<file path="src/rtl/ram64_pkg.sv">
`default_nettype none
// ============================================================================
// Module   : ram64_pkg
// Purpose  : Shared defaults and the FSM state type for the ram64 write
//            arbiter.
// Revision : 1.0 - initial release
// ============================================================================
package ram64_pkg;

    localparam int c_DATA_W = 16;
    localparam int c_ADDR_W = 3;
    localparam int c_DEPTH  = 8;

    typedef enum logic [0:0] {
        IDLE  = 1'b0,
        CLEAR = 1'b1
    } state_t;

endpackage
`default_nettype wire

</file>
<file path="src/rtl/rr_arb2.sv">
`default_nettype none
// ============================================================================
// Module   : rr_arb2
// Purpose  : Two-way round-robin grant. A lone requester always wins; on a
//            tie, the requester that did not win last time is granted.
// Ports    : req[1:0] - request vector
//            last     - index of the requester granted last
//            gnt[1:0] - one-hot (or zero) grant vector
// Revision : 1.0 - initial release
// ============================================================================
module rr_arb2 (
    input  logic [1:0] req,
    input  logic       last,
    output logic [1:0] gnt
);

    always_comb begin
        gnt    = 2'b00;
        gnt[0] = req[0] & (~req[1] | last);
        gnt[1] = req[1] & (~req[0] | ~last);
    end

endmodule
`default_nettype wire

</file>
<file path="src/rtl/ram64_wr_arb.sv">
`default_nettype none
// ============================================================================
// Module   : ram64_wr_arb
// Purpose  : Arbitrates two write requesters onto one RAM write port and
//            provides a clear sweep that zeroes all DEPTH words.
// Ports    : clk, reset               - clock, synchronous active-high reset
//            m0_valid/addr/data/ready - requester 0 write handshake
//            m1_valid/addr/data/ready - requester 1 write handshake
//            clr_start                - request a clear sweep
//            clr_busy / clr_done      - sweep in progress / completion pulse
//            ram_wr/ram_wr_addr/ram_d_in - registered RAM write port
// Revision : 1.0 - initial release
// ============================================================================
module ram64_wr_arb
    import ram64_pkg::*;
#(
    parameter int DATA_W = c_DATA_W,
    parameter int ADDR_W = c_ADDR_W,
    parameter int DEPTH  = c_DEPTH
) (
    input  logic              clk,
    input  logic              reset,
    input  logic              m0_valid,
    input  logic [ADDR_W-1:0] m0_addr,
    input  logic [DATA_W-1:0] m0_data,
    output logic              m0_ready,
    input  logic              m1_valid,
    input  logic [ADDR_W-1:0] m1_addr,
    input  logic [DATA_W-1:0] m1_data,
    output logic              m1_ready,
    input  logic              clr_start,
    output logic              clr_busy,
    output logic              clr_done,
    output logic              ram_wr,
    output logic [ADDR_W-1:0] ram_wr_addr,
    output logic [DATA_W-1:0] ram_d_in
);

    localparam logic [ADDR_W-1:0] c_CNT_LAST = ADDR_W'(DEPTH - 1);

    state_t            r_state;
    state_t            w_state_nxt;
    logic              r_last_grant;
    logic [ADDR_W-1:0] r_cnt;
    logic [1:0]        w_gnt;
    logic              w_last_clr;
    logic              w_xfer;
    logic              r_ram_wr;
    logic [ADDR_W-1:0] r_ram_wr_addr;
    logic [DATA_W-1:0] r_ram_d_in;
    logic              r_clr_done;

    rr_arb2 u_arb (
        .req  ({m1_valid, m0_valid}),
        .last (r_last_grant),
        .gnt  (w_gnt)
    );

    // ------------------------------------------------------------------
    // FSM state register
    // ------------------------------------------------------------------
    always_ff @(posedge clk) begin
        if (reset) begin
            r_state <= IDLE;
        end else begin
            r_state <= w_state_nxt;
        end
    end

    // ------------------------------------------------------------------
    // Next-state and combinational outputs. Readies come straight from the
    // grant so a requester can transfer in the same cycle it asks.
    // ------------------------------------------------------------------
    always_comb begin
        w_state_nxt = r_state;
        m0_ready    = 1'b0;
        m1_ready    = 1'b0;
        clr_busy    = 1'b0;
        w_last_clr  = 1'b0;
        case (r_state)
            IDLE: begin
                m0_ready = w_gnt[0];
                m1_ready = w_gnt[1];
                if (clr_start) begin
                    w_state_nxt = CLEAR;
                end
            end
            CLEAR: begin
                clr_busy = 1'b1;
                if (r_cnt == c_CNT_LAST) begin
                    w_last_clr  = 1'b1;
                    w_state_nxt = IDLE;
                end
            end
            default: w_state_nxt = IDLE;
        endcase
    end

    assign w_xfer = m0_ready | m1_ready;

    // ------------------------------------------------------------------
    // Datapath: the write port is registered, so both transfers and clear
    // words appear one cycle after they are decided. A transfer accepted
    // alongside clr_start therefore lands ahead of clear word 0.
    // ------------------------------------------------------------------
    always_ff @(posedge clk) begin
        if (reset) begin
            r_last_grant  <= 1'b1;
            r_cnt         <= '0;
            r_ram_wr      <= 1'b0;
            r_ram_wr_addr <= '0;
            r_ram_d_in    <= '0;
            r_clr_done    <= 1'b0;
        end else begin
            r_clr_done <= w_last_clr;
            r_ram_wr   <= 1'b0;
            if (w_xfer) begin
                r_last_grant  <= m1_ready;
                r_ram_wr      <= 1'b1;
                r_ram_wr_addr <= m1_ready ? m1_addr : m0_addr;
                r_ram_d_in    <= m1_ready ? m1_data : m0_data;
            end else if (r_state == CLEAR) begin
                r_ram_wr      <= 1'b1;
                r_ram_wr_addr <= r_cnt;
                r_ram_d_in    <= '0;
            end
            if (r_state == IDLE && clr_start) begin
                r_cnt <= '0;
            end else if (r_state == CLEAR) begin
                r_cnt <= r_cnt + 1'b1;
            end
        end
    end

    assign ram_wr      = r_ram_wr;
    assign ram_wr_addr = r_ram_wr_addr;
    assign ram_d_in    = r_ram_d_in;
    assign clr_done    = r_clr_done;

endmodule
`default_nettype wire
</file>
<file path="config.mk">
export PLATFORM = sky130hd
export DESIGN_NAME = ram64_wr_arb
export DESIGN_NICKNAME = d
export VERILOG_FILES = /design/src/rtl/ram64_pkg.sv /design/src/rtl/rr_arb2.sv /design/src/rtl/ram64_wr_arb.sv
export SDC_FILE = /design/constraint.sdc
export NUM_CORES = 1
export LEC_CHECK = 0
export BUFFER_PORTS_ARGS = -buffer_cell sky130_fd_sc_hd__buf_4
export CAP_MARGIN = 40
export CORE_MARGIN = 4
export CORE_UTILIZATION = 41
export CTS_BUF_LIST = sky130_fd_sc_hd__clkbuf_4
export DETAILED_ROUTE_END_ITERATION = 16
export PLACE_DENSITY = 0.84
export SLEW_MARGIN = 30
export SYNTH_ARGS = -nofsm -noshare
export SYNTH_HDL_FRONTEND = slang
export SYNTH_HIERARCHICAL = 1
export SYNTH_SLANG_ARGS = --single-unit
</file>
<file path="constraint.sdc">
create_clock -name clk -period 1.23 [get_ports clk]
set_input_delay 0.123 -clock clk [delete_from_list [all_inputs] [get_ports clk]]
set_output_delay 0.123 -clock clk [all_outputs]
set_load 0.02 [all_outputs]
</file>
==> qor.txt <==
Psw -> 0.566 mW
Pin count of the biggest net entering global routing -> 17
Cells after DPL -> 218
Clock sinks -> 26
TritonCTS clock tree -> yes
Row count -> 19
Vias in the first global route -> 1,242
Comb pwr share -> 34.0%
Hold buffer count at CTS -> 0
Peak Freq -> 675 MHz
Power Density -> 952 nW/µm²
Worst Slack Setup Final -> -0.251 ns
Sequential cell area fraction in the yosys report -> 41.3%
Top-area cell type share of the netlist area -> 41.3%
Synthesized instance count -> 125
Post-DP HPWL -> 2.46 mm
Initial Util -> 44.2%
Mapped Area -> 1260 µm²
Slew Limit Fails -> 0
Worst min-delay path category -> input port to flip-flop
Antenna violations before repair -> 0
Int Pwr -> 1.40 mW
Clock Skew -> 0.00643 ns
Clock share of power -> 18.6%
WL final -> 3.55 mm
Clock transition at path regs -> 0.14 ns
Violated checks -> setup timing
Core Region -> 2850 µm²
CTS H-Tree Depth -> 1
CTS root buf -> clkbuf_4
Crit-path slowest cell -> dfxtp_2
I/O Buffers -> 66
Sw Ratio -> 28.7%
Final setup fails -> 21
Worst slew pin tran -> 0.581 ns
Most common cell after layout, fill and taps aside -> buf_4
CP delay by family, top -> flip-flops
Vias -> 1,195
Non-filler instance count after layout -> 233
Global-route usage over all layers -> 16.9%
Clk Latency, worst-skew pair -> 0.32 ns
Io pins -> 67
Critical-path cell list -> inv_2 -> a21boi_4 -> buf_6 -> nor2b_4 -> buf_6
Die area -> 4020 µm²
Max_slew headroom -> 61.3%
Fill cells -> 197
WHS -> 0.0381 ns
Final GP Congestion -> 0.735
Startpoint Class -> flip-flop
Die height -> 63.4 µm
Status -> complete, but fails checks
Number of CTS-inserted buffers -> 3
Peak VDD IR -> 0.519 mV
Antenna diodes -> 0
Unrepaired setup endpoints after global routing -> true
Top cells by area, synth -> dfxtp_1, mux2_2, mux2i_1
Top cell by count, worst path -> buf_6
First-pass GRT wire length -> 5.57 mm
Post-synth top flop -> dfxtp_1
Crit share post-route -> 120%
WP data required -> 1.11 ns
Syn Area/Cell -> 10.1 µm²
Number of synthesized flops with an enable pin -> 0
Place WS -> -0.171 ns
Netlist cell types -> 25
MaxCap Viol Count -> 0
Area grow syn2layout -> 64.2%
ANT nets after route -> 0
Largest area contributor in the netlist -> dfxtp_1
Critical path peak fanout -> 5
Grt ovf -> 0
CTS max path bufs -> 2
DR vias/cell -> 5.13
Setup Crit Path Kind -> flip-flop to output pin
Final hold viol count -> 0
Leakage power -> 1.02 nW
WL per Instance -> 15.2 µm
Critical Path AT -> 1.36 ns
DR DRC count -> 0
1st-iter DRT viols -> 12
Share of cells above drive strength 1 -> 56.9%
Most frequent cells in the layout -> buf_4, dfxtp_1, nor2_1
DRT Pass-1 Iters -> 3
Post-layout minimum cycle time -> 1.48 ns
Sequential fraction of design power -> 47.4%
CP max stage delay -> 0.37 ns
Worst Path Buf+Inv -> 3
Syn. warnings -> 6
Post-synth ARST share -> 0%
Die Wd -> 63.4 µm
Nets@finish -> 249
Yosys reg bits -> 26
Endpoint class of the critical path -> output pin
Syn nets -> 171
-- sequential cells by signal, indices dropped and copies added (netlist names) --
signal / count
clr_done: 1
r_cnt: 3
r_last_grant: 1
r_state: 1
ram_d_in: 16
ram_wr: 1
ram_wr_addr: 3
-- metrics by stage --
stage / util [%] / setup TNS (ns) / area (µm²) / power [mW]
after floorplan: - / -0.575 / 1290 / 1.26
after global placement: 63.3 / -1.31 / 1810 / 1.47
after detailed placement: 63.3 / -2.25 / 1810 / 1.49
after CTS: 69.9 / -3.53 / 1990 / 1.93
after global routing: 72.5 / -5.64 / 2070 / 2.07
final: 72.5 / -4.18 / 2070 / 1.97
-- power groups by stage --
stage	sequential [mW]	clock [mW]	combinational, mW
2_1_floorplan	1.00	0	0.261
3_5_place_dp	0.948	0	0.541
4_1_cts	0.933	0.375	0.621
3_3_place_gp	0.944	0	0.525
6_report	0.933	0.367	0.669
5_1_grt	0.943	0.413	0.709
-- logic make-up after synthesis --
logic type	count (synthesis)	share of synthesized area [%]
compound gates	12	6.65
flops	26	41.3
fa+ha+maj	3	2.98
mux	33	27.8
simple gates	38	14.6
buf+inv	13	6.65
-- path summary, 6_finish.rpt --
check	start	end	slack [ns]	depth (start not counted)
max	r_last_grant	m0_ready	-0.25	5
min	m1_data[2]	ram_d_in[2]	0.04	3
max reg2reg	r_last_grant	ram_d_in[13]	-0.25	7
min reg2reg	ram_wr_addr[0]	ram_wr_addr[0]	0.47	2
-- cell type report --
cell class	instances	area (µm²)	area share (%)
Tap cell	31	38.8	1.87
Timing Repair Buffer	83	686	33.1
Clock inverter	1	3.75	0.181
Sequential cell	26	526	25.4
Multi-Input combinational cell	86	782	37.8
Clock buffer	3	22.5	1.09
Inverter	3	11.3	0.544
-- per-layer routing --
| layer | GRT usage (%) | routed length (µm) | up-vias |
|---|---|---|---|
| li1 | - | - | 582 |
| met1 | 18.3 | 1350 | 558 |
| met2 | 31.3 | 1880 | 49 |
| met3 | 5.33 | 274 | 6 |
| met4 | 4.58 | 44 | 0 |
| met5 | 0 | 0 | - |
-- Yosys cell counts, types with 2 or more instances --
library cell  instances
mux2_2               16
ha_1                  3
buf_2                 3
nor3b_1               2
nand2_1               3
nor2_1               23
nor2b_1               5
buf_6                 3
o31ai_1               3
dfxtp_1              26
mux2i_1              17
inv_1                 3
a21oi_1               3
a221oi_1              3
buf_4                 2
-- worst reg2reg max path: stages, from the launching register on --
cell,delay [ns]
dfxtp_2,0.37
inv_2,0.05
a21boi_4,0.17
buf_6,0.15
buf_12,0.11
mux2_4,0.29
mux2i_2,0.16
nor2_1,0.07
-- timing repair --
item                                    in CTS  in global routing
setup buffers                                7                  4
pin swaps                                    1                  4
resized for setup                           20                 12
endpoints found under the setup margin      22                 23
endpoints found under the hold margin        0                  0
Note: power is estimated with default switching activity, not from simulation.
